### src/rtl/key_conditioner.sv
// Conditions four raw active-low direction buttons: synchronize, debounce, and
// turn held keys into one-cycle step pulses with typematic auto-repeat.
module key_conditioner #(
    parameter int unsigned DEBOUNCE_CYCLES = 500000,
    parameter int unsigned REPEAT_DELAY    = 20000000,
    parameter int unsigned REPEAT_RATE     = 4000000
) (
    input  logic CLOCK_50,
    input  logic reset,
    input  logic enable,
    input  logic key_up_raw,
    input  logic key_down_raw,
    input  logic key_left_raw,
    input  logic key_right_raw,
    output logic keyUp,
    output logic keyDown,
    output logic keyLeft,
    output logic keyRight,
    output logic step_up,
    output logic step_down,
    output logic step_left,
    output logic step_right,
    output logic any_pressed
);

    localparam int unsigned NKEYS   = 4;
    localparam int unsigned RPT_MAX = (REPEAT_DELAY > REPEAT_RATE) ? REPEAT_DELAY : REPEAT_RATE;
    localparam int unsigned DB_W    = (DEBOUNCE_CYCLES > 1) ? $clog2(DEBOUNCE_CYCLES) : 1;
    localparam int unsigned RP_W    = (RPT_MAX > 1) ? $clog2(RPT_MAX) : 1;

    typedef enum logic [1:0] {
        IDLE   = 2'd0,
        DELAY  = 2'd1,
        REPEAT = 2'd2
    } rpt_state_e;

    // Key index order: 0 up, 1 down, 2 left, 3 right.
    logic [NKEYS-1:0] raw;
    logic [NKEYS-1:0] sync1_q, sync1_d;
    logic [NKEYS-1:0] sync2_q, sync2_d;
    logic [NKEYS-1:0] clean_q, clean_d;
    logic [NKEYS-1:0] step_q, step_d;
    logic [NKEYS-1:0] pulse;
    logic [NKEYS-1:0] opp_clean;
    logic             any_pressed_q, any_pressed_d;

    logic [DB_W-1:0]  db_cnt_q [NKEYS];
    logic [DB_W-1:0]  db_cnt_d [NKEYS];
    logic [RP_W-1:0]  rp_cnt_q [NKEYS];
    logic [RP_W-1:0]  rp_cnt_d [NKEYS];
    rpt_state_e       state_q  [NKEYS];
    rpt_state_e       state_d  [NKEYS];

    assign raw = {key_right_raw, key_left_raw, key_down_raw, key_up_raw};

    // Synchronizer and debounce: accept a new level only after a full run of mismatches.
    always_comb begin
        sync1_d = raw;
        sync2_d = sync1_q;
        clean_d = clean_q;
        for (int k = 0; k < NKEYS; k++) begin
            db_cnt_d[k] = '0;
            if (sync2_q[k] != clean_q[k]) begin
                if (db_cnt_q[k] == DB_W'(DEBOUNCE_CYCLES - 1)) begin
                    clean_d[k] = sync2_q[k];
                end else begin
                    db_cnt_d[k] = db_cnt_q[k] + DB_W'(1);
                end
            end
        end
    end

    // Repeat FSMs run on the registered clean level, so the first pulse lands one cycle after it falls.
    always_comb begin
        pulse = '0;
        for (int k = 0; k < NKEYS; k++) begin
            state_d[k]  = state_q[k];
            rp_cnt_d[k] = '0;
            if (clean_q[k] || !enable) begin
                state_d[k] = IDLE;
            end else begin
                case (state_q[k])
                    IDLE: begin
                        pulse[k]   = 1'b1;
                        state_d[k] = DELAY;
                    end
                    DELAY: begin
                        if (rp_cnt_q[k] == RP_W'(REPEAT_DELAY - 1)) begin
                            pulse[k]   = 1'b1;
                            state_d[k] = REPEAT;
                        end else begin
                            rp_cnt_d[k] = rp_cnt_q[k] + RP_W'(1);
                        end
                    end
                    REPEAT: begin
                        if (rp_cnt_q[k] == RP_W'(REPEAT_RATE - 1)) begin
                            pulse[k] = 1'b1;
                        end else begin
                            rp_cnt_d[k] = rp_cnt_q[k] + RP_W'(1);
                        end
                    end
                    default: state_d[k] = IDLE;
                endcase
            end
        end
    end

    // Opposing-key mask uses the level visible alongside the pulse; FSM timing is untouched.
    always_comb begin
        opp_clean     = {clean_d[2], clean_d[3], clean_d[0], clean_d[1]};
        step_d        = pulse & opp_clean;
        any_pressed_d = ~&clean_d;
    end

    always_ff @(posedge CLOCK_50) begin
        if (!reset) begin
            sync1_q       <= '1;
            sync2_q       <= '1;
            clean_q       <= '1;
            step_q        <= '0;
            any_pressed_q <= 1'b0;
            for (int k = 0; k < NKEYS; k++) begin
                db_cnt_q[k] <= '0;
                rp_cnt_q[k] <= '0;
                state_q[k]  <= IDLE;
            end
        end else begin
            sync1_q       <= sync1_d;
            sync2_q       <= sync2_d;
            clean_q       <= clean_d;
            step_q        <= step_d;
            any_pressed_q <= any_pressed_d;
            for (int k = 0; k < NKEYS; k++) begin
                db_cnt_q[k] <= db_cnt_d[k];
                rp_cnt_q[k] <= rp_cnt_d[k];
                state_q[k]  <= state_d[k];
            end
        end
    end

    assign keyUp       = clean_q[0];
    assign keyDown     = clean_q[1];
    assign keyLeft     = clean_q[2];
    assign keyRight    = clean_q[3];
    assign step_up     = step_q[0];
    assign step_down   = step_q[1];
    assign step_left   = step_q[2];
    assign step_right  = step_q[3];
    assign any_pressed = any_pressed_q;

endmodule

### config.mk
export PLATFORM = sky130hd
export DESIGN_NAME = key_conditioner
export DESIGN_NICKNAME = d
export VERILOG_FILES = /design/src/rtl/key_conditioner.sv
export SDC_FILE = /design/constraint.sdc
export NUM_CORES = 1
export LEC_CHECK = 0
export BUFFER_PORTS_ARGS = -buffer_cell sky130_fd_sc_hd__buf_2
export CAP_MARGIN = 20
export CORE_MARGIN = 2
export CORE_UTILIZATION = 55
export DETAILED_ROUTE_END_ITERATION = 12
export PLACE_DENSITY = 0.71
export SYNTH_ARGS = -nofsm -noshare
export SYNTH_HDL_FRONTEND = slang
export SYNTH_SLANG_ARGS = --single-unit
### constraint.sdc
create_clock -name CLOCK_50 -period 1.9 [get_ports CLOCK_50]
set_input_delay 0.285 -clock CLOCK_50 [delete_from_list [all_inputs] [get_ports CLOCK_50]]
set_output_delay 0.285 -clock CLOCK_50 [all_outputs]
set_load 0.01 [all_outputs]
-- Yosys cells after proc, flatten, opt, wreduce, memory -nomap -nowiden
Memory sizes are Yosys's and may differ from the RTL's.
Index checks and enable logic that the tools add are counted.
- eq/ne operators: 24
- reductions and logical operators: 11
- add/subtract/negate cells: 8
- bitwise operators: 13
- mux-type cells: 74
- operators by type and width (cell ; number):
    2-to-1 mux 25 bit ; 16
    2-to-1 mux 19 bit ; 12
    one-hot mux 25 bit (2 select lines) ; 4
    adder 25 x 1 -> 25 bit (second input constant) ; 4
    equality test 25 x 22 -> 1 bit (second input constant) ; 4
    equality test 25 bit (second input constant) ; 4
    adder 19 x 1 -> 19 bit (second input constant) ; 4
    equality test 19 bit (second input constant) ; 4
    2-to-1 mux 2 bit ; 12
    one-hot mux 2 bit (3 select lines) ; 4
    2-to-1 mux 1 bit ; 22
    bitwise OR 1 bit ; 12
    one-hot mux 1 bit (3 select lines) ; 4
    equality test 2 x 1 -> 1 bit (second input constant) ; 4
    equality test 2 bit (second input constant) ; 4
    zero test 2 bit ; 4
    AND 4 bit ; 1
    logical OR 1 bit ; 4
    != test 1 bit ; 4
    AND reduction 4 bit ; 1
    zero test 1 bit ; 2
- input port bits: 7
- memories kept: 3
- bits in registers: 17
- memory bits (writable): 184
- output and inout bits: 9
- word-level logic and storage cells: 138
- memory list (name ; depth ; bits a word ; read ports ; clocked after memory_dff ; write ports ; RTL line ; text):
    rp_cnt_q ; 4 ; 25 ; 4 ; 0 ; 4 ; 49 ; logic [RP_W-1:0] rp_cnt_q [NKEYS];
    db_cnt_q ; 4 ; 19 ; 4 ; 0 ; 4 ; 47 ; logic [DB_W-1:0] db_cnt_q [NKEYS];
    state_q ; 4 ; 2 ; 4 ; 0 ; 4 ; 51 ; rpt_state_e state_q [NKEYS];

-- Depth between registers and ports, before layout
Gate-level depths: netlist (run 1).
- word-level depth: 5
- mapped depth: 8
- mapped depth without buffers: 6

-- Worst setup path after synthesis (run 1)
Ideal clock, no wire load.
- path type: reg2reg
- from: mem rp_cnt_q[1][0] (netlist bit)
- to: mem rp_cnt_q[1][10] (netlist bit)
- slack: -96 ps
- required time: 1785 ps
- data arrival time: 1882 ps
- library setup time: 115 ps
- clock period less this slack: 1996 ps
- buffers on the path: 2
- stages on the path, launching flop included: 9
- cells stage by stage: dfxtp_1 ha_1 inv_1 or3_1 buf_2 o31a_4 o211ai_4 buf_6 nor2_1
- RTL lines (element ; RTL line):
    start, declared ; 49

==> results.py, run 1 <==
metrics = {
    "global_route": {
        "grt_max_degree": 26,
        "antenna_found_initial": 0,
        "grt_pass1_vias": 6670,
        "grt_pass1_wl_um": 29400,
        "grt.total_usage": 0.195,
        "grt-ovfl-total": 0,
    },
    "layout": {
        "area_growth_pct": 19.8,
        "drive_gt1_frac": 0.154,
        "utilization": 0.666,
        "layout_common_cells": "dfxtp_1, nor2_1, xnor2_1",
        "final_common_cell": "dfxtp_1",
        "design_area_sq_um": 10900,
        "diodes": 0,
        "nNetsFinal": 1143,
    },
    "clock_network": {
        "h-tree-depth": 1,
        "cts_root_buf": "clkbuf_16",
        "cts.reportedPaths.clkPinSlew_ps": 60,
        "cts.sinks": 201,
        "clock_latency_ps": 500,
        "cts_tree": "yes",
        "numCtsBuffers": 22,
        "clock_path_buffers": 3,
    },
    "floorplanning": {
        "dieArea_sq_um": 17600,
        "core_sq_um": 16300,
        "rows": 47,
        "die_w_um": 133,
        "start_util": 0.556,
        "ios": 16,
        "die-height_um": 133,
    },
    "detailed_routing": {
        "first_pass_iters": 5,
        "vias": 7008,
        "avgRoutedWirePerCell_um": 13.2,
        "drc_errors": 0,
        "vias_per_cell": 5.21,
        "routed_wl_um": 17800,
        "drtIter0Drc": 292,
        "drtAntennaViolNets": 0,
    },
    "timing": {
        "finalHoldViolCount": 0,
        "rsz0062_at_grt": "yes",
        "clock.fmax_ghz": 0.518,
        "worstMarginPinSlew_ps": 525,
        "post-route-period-util": 1.02,
        "fin_skew_ps": 5.87,
        "maxSlewViolCount": 0,
        "final.setup.tns_ps": -254,
        "hold_slack_ps": 194,
        "setup_slack_ps": -28.8,
        "setup_viol": 17,
        "relSlewSlack": 0.649,
        "min_period_ps": 1930,
    },
    "placement": {
        "dpl.hpwl_um": 11400,
        "place_area_sq_um": 9840,
        "portBuffers": 15,
        "place_congestion": 0.768,
        "pre_cts_ws_ps": 17.6,
    },
    "pwr": {
        "power_leakage_nw": 3.60,
        "pwr-share-comb": 0.006,
        "sequentialPowerShare": 0.499,
        "switchingPower_w": 0.00168,
        "netSwitchingFraction": 0.198,
        "peakVddDrop_uv": 626,
        "p_int_w": 0.00679,
        "power_density_nw_per_um2": 777,
        "clockPowerShare": 0.494,
    },
    "setup_path": {
        "r2r_start": "rp_cnt_q[1][1]",
        "path_depth": 7,
        "path_max_fanout": 6,
        "arrival_ps": 2310,
        "slowest_delay_ps": 390,
        "crit_type": "reg2reg",
        "critPathRequiredTime_ps": 2280,
        "slowest_stage": "or3_4",
        "worstReg2RegEnd": "rp_cnt_q[1][9]",
        "worstSetupStartpointType": "register",
        "crit_start": "rp_cnt_q[1][1]",
        "path_cells": "ha_4, inv_2, or3_4, o31a_4, o211ai_4, clkbuf_16, nor2_4",
        "r2r_cells": 7,
        "crit_path_end": "rp_cnt_q[1][9]",
        "crit_family": "compound AO/OA/AOI/OAI gates",
        "rrSetupSlack_ps": -30,
        "cp_num_buf_inv": 2,
        "worstSetupEndpointType": "register",
    },
    "logic_synthesis": {
        "syn-cell-area_sq_um": 9090,
        "synth_cells": 1022,
        "syn_avg_cell_area_sq_um": 8.90,
        "synth-edff-count": 0,
        "synthArstFlopShare": 0,
        "ys_types": 47,
        "synthFlopType": "dfxtp_1",
        "synth-seq-cells": 201,
        "ys_warn_count": 0,
        "ys_seq_area_frac": 0.442,
        "syn_nets": 1057,
    },
    "run_status": {
        "outcome": "complete, but fails checks",
        "failed_checks": "negative setup slack",
    },
    "min_path": {
        "hp-class": "in2reg",
    },
    "run": {
        "drv_cap": 0,
    },
}
==> metrics by stage <==
step | power (W) | cells
finish | 0.00846 | 1344
detailed placement | 0.00437 | 1291
floorplan | 0.00435 | 1022
CTS | 0.00858 | 1335
global placement | 0.00437 | 1291
global route | 0.00875 | 1344
==> power groups by stage <==
stage / combinational [W] / sequential, W / clock [W]
finish: 0.0000538 / 0.00423 / 0.00418
global placement: 0.0000474 / 0.00432 / 0
detailed placement: 0.0000477 / 0.00432 / 0
floorplan: 0.0000261 / 0.00432 / 0
global route: 0.0000593 / 0.00423 / 0.00446
CTS: 0.0000533 / 0.00423 / 0.00430
==> synth_stat cells, drive strengths merged, types with 2 or more instances <==
cell    count  area, sq um
dfxtp     201         4020
nor2      191          729
xnor2      84          736
xor2       79          692
nand2      62          233
nand3      60          310
nor3       51          255
inv        43          161
nand4      39          244
ha         28          350
and3       22          138
nor4       20          140
and4       19          166
nor4b      17          155
clkbuf     15         56.3
buf        11         80.1
and2        9         56.3
nand2b      9         56.3
a31oi       7         43.8
mux2i       7         70.1
o21ai       6         30.0
or3         5         31.3
a21oi       4         20.0
nand3b      4         30.0
o211ai      4         48.8
a22o        3         26.3
nor3b       3         22.5
nor4bb      3         30.0
or4         3         22.5
nand4b      2         17.5
o31a        2         26.3
or2         2         12.5
==> registers in the layout (all words and copies together) (netlist names) <==
register	flops
sync1_q	4
db_cnt_q	76
any_pressed	1
step_q	4
clean_q	4
state_q	8
sync2_q	4
rp_cnt_q	100
==> worst register-to-register path, delay by kind of cell (launching register included) <==
kind,cells,cell delay (ps)
AOI/OAI and AO/OA,2,600
adders and majority gates,1,150
DFF,1,360
buffers and inverters,2,280
and+or+nand+nor,2,420
==> cells by family (layout without fill, tap and decap cells) <==
logic type               count (synthesis)  in the layout  synth area share
AND/OR/NAND/NOR                        522            522             0.293
flip-flops                             201            201             0.442
XOR/XNOR                               163            163             0.157
buffers and inverters                   69            171            0.0327
AO/OA/AOI/OAI                           32             32            0.0289
adder cells (fa/ha/maj)                 28             28            0.0385
multiplexers                             7              7           0.00771
==> layout make-up <==
| type | count | area, sq um |
|---|---|---|
| fillers | 1376 | 5450 |
| multi-input cells | 752 | 4970 |
| flip-flops and latches | 201 | 4040 |
| repair buffers | 88 | 722 |
| clock buffers | 33 | 663 |
| well taps | 220 | 275 |
| inverters | 43 | 161 |
| clock inverters | 7 | 60.1 |
==> how the worst min path moves through the flow <==
stage | slack, ps | cells past startpoint | to | from
2_1_floorplan | 390 | 1 | sync2_q[0] | sync1_q[0]
3_3_place_gp | 390 | 1 | sync2_q[3] | sync1_q[3]
3_5_place_dp | 400 | 1 | sync2_q[3] | sync1_q[3]
4_1_cts | 0.9 | 2 | sync1_q[3] | key_right_raw
5_1_grt | 190 | 3 | clean_q[1] | reset
6_report | 190 | 3 | clean_q[2] | reset
==> layer usage <==
layer / GRT usage / wire, um
met5: 0 / 0
met3: 0.0356 / 633
met2: 0.332 / 8460
met4: 0.0568 / 362
met1: 0.253 / 8330
==> repair_timing <==
action / 4_1_cts / 5_1_grt
cloned: 0 / 4
gates resized for setup: 1 / 52
pin swaps: 0 / 16
hold buffers: 3 / 1
setup buffers: 1 / 4
hold endpoints to repair: 3 / 1
setup endpoints to repair: 25 / 109
Power figures use the tool's default switching activity.
==> run 2, diff against run 1 <==
==> constraint.sdc (replaced) <==
create_clock -name CLOCK_50 -period 1.9 [get_ports CLOCK_50]
set_input_delay 0 -clock CLOCK_50 [delete_from_list [all_inputs] [get_ports CLOCK_50]]
set_output_delay 0 -clock CLOCK_50 [all_outputs]
set_load 0.01 [all_outputs]
==> results.py, run 2 (synthesis results as in run 1) <==
metrics = {
    "pwr": {
        "power_leakage_nw": 3.66,
        "finalPower_w": 0.00847,
        "peakVddDrop_uv": 598,
        "p_int_w": 0.00681,
        "clockPowerShare": 0.493,
        "netSwitchingFraction": 0.196,
        "sequentialPowerShare": 0.500,
        "power_density_nw_per_um2": 766,
        "pwr-share-comb": 0.008,
        "switchingPower_w": 0.00166,
    },
    "detailed_routing": {
        "first_pass_iters": 6,
        "vias": 7092,
        "drtIter0Drc": 314,
        "vias_per_cell": 5.25,
        "routed_wl_um": 17500,
        "avgRoutedWirePerCell_um": 12.9,
        "drc_errors": 0,
        "drtAntennaViolNets": 0,
    },
    "timing": {
        "rsz0062_at_grt": "yes",
        "setup_viol": 6,
        "post-route-period-util": 1.01,
        "worstMarginPinSlew_ps": 431,
        "clock.fmax_ghz": 0.520,
        "finalHoldViolCount": 0,
        "maxSlewViolCount": 0,
        "fin_skew_ps": 13.5,
        "setup_slack_ps": -24.0,
        "min_period_ps": 1920,
        "relSlewSlack": 0.705,
    },
    "clock_network": {
        "clock_path_buffers": 3,
        "cts_tree": "yes",
        "numCtsBuffers": 22,
        "cts.sinks": 201,
        "cts.reportedPaths.clkPinSlew_ps": 60,
        "h-tree-depth": 1,
        "clock_latency_ps": 500,
        "cts_root_buf": "clkbuf_16",
    },
    "global_route": {
        "antenna_found_initial": 0,
        "grt.total_usage": 0.193,
        "grt_pass1_wl_um": 29500,
        "grt_max_degree": 26,
        "grt-ovfl-total": 0,
        "grt_pass1_vias": 6717,
    },
    "placement": {
        "place_congestion": 0.767,
        "pre_cts_ws_ps": 7.25,
        "dpl.cell_count": 1291,
        "portBuffers": 15,
        "dpl.hpwl_um": 11200,
        "place_area_sq_um": 9850,
    },
    "layout": {
        "area_growth_pct": 21.5,
        "design_area_sq_um": 11100,
        "final_common_cell": "dfxtp_1",
        "fin_cells": 1352,
        "layout_common_cells": "dfxtp_1, nor2_1, xnor2_1",
        "diodes": 0,
        "largest_register": "rp_cnt_q",
        "drive_gt1_frac": 0.163,
        "nNetsFinal": 1151,
        "reg_top3": "rp_cnt_q: 100 flops, db_cnt_q: 76 flops, state_q: 8 flops",
        "largest_reg_flops": 100,
    },
    "run_status": {
        "outcome": "complete, but fails checks",
        "failed_checks": "negative setup slack",
    },
    "setup_path": {
        "path_max_fanout": 6,
        "critPathRequiredTime_ps": 2270,
        "worstReg2RegEnd": "rp_cnt_q[2][1]",
        "crit_path_end": "rp_cnt_q[2][1]",
        "worstSetupEndpointType": "register",
        "r2r_cells": 6,
        "r2r_start": "rp_cnt_q[2][15]",
        "rrSetupSlack_ps": -20,
        "arrival_ps": 2300,
        "crit_type": "reg2reg",
        "crit_start": "rp_cnt_q[2][15]",
        "worstSetupStartpointType": "register",
    },
    "floorplanning": {
        "ios": 16,
        "die_w_um": 133,
        "dieArea_sq_um": 17600,
        "die-height_um": 133,
        "core_sq_um": 16300,
        "start_util": 0.556,
        "rows": 47,
    },
    "run": {
        "drv_cap": 0,
    },
    "min_path": {
        "hold_path_depth": 4,
        "min-delay-start": "enable",
        "hp-class": "in2reg",
    },
}
-- run 2: power groups by stage --
stage               combinational, W  clock, W  sequential (W)
floorplan                  0.0000261         0         0.00432
global placement           0.0000495         0         0.00432
detailed placement         0.0000494         0         0.00432
CTS                        0.0000646   0.00429         0.00423
global route               0.0000701   0.00446         0.00423
finish                     0.0000639   0.00417         0.00423
-- run 2: layer usage --
metal | track usage | vias to the layer above | wire, um
li1 | - | 3673 | -
met3 | 0.0337 | 30 | 501
met5 | 0 | - | 0
met1 | 0.253 | 3313 | 8360
met4 | 0.0466 | 0 | 295
met2 | 0.332 | 76 | 8310
-- run 2: repair_timing --
| action | in CTS | in global routing |
|---|---|---|
| hold endpoints to repair | 13 | 0 |
| setup endpoints to repair | 15 | 98 |
| hold buffers | 9 | 0 |
| pin swaps | 0 | 20 |
| setup buffers | 0 | 7 |
| resized for setup | 3 | 59 |
| gates cloned | 1 | 4 |
-- run 2: how the worst min path moves through the flow --
stage          slack [ps]             to
6_report               60  state_q[2][1]
5_1_grt               110  state_q[2][1]
4_1_cts                30  state_q[2][1]
3_5_place_dp          180     sync1_q[0]
3_3_place_gp          180     sync1_q[0]
2_1_floorplan         100     sync1_q[0]
-- run 2: final cells by class --
cell class              count  area (sq um)
clock inverters             5          53.8
flip-flops and latches    201          4040
repair buffers             96           827
multi-input cells         752          5020
well taps                 220           275
clock buffers              35           671
inverters                  43           164
fillers                  1315          5300
-- run 2: worst max-delay path, stage by stage, from the launching register on --
cell and delay (ps):
dfxtp_2 320, or4_4 530, nor4_4 210, nand3_2 140
a22oi_4 310, clkbuf_16 230, nor3b_2 50
-- run 2: per-stage QoR --
step / hold WS [ps] / setup TNS, ps / util
after floorplan: 101 / 0 / -
final: 60.8 / -72.0 / 0.676
after CTS: 31.3 / 0 / 0.655
after global placement: 181 / 0 / 0.602
after global routing: 106 / -2440 / 0.676
after detailed placement: 184 / 0 / 0.602
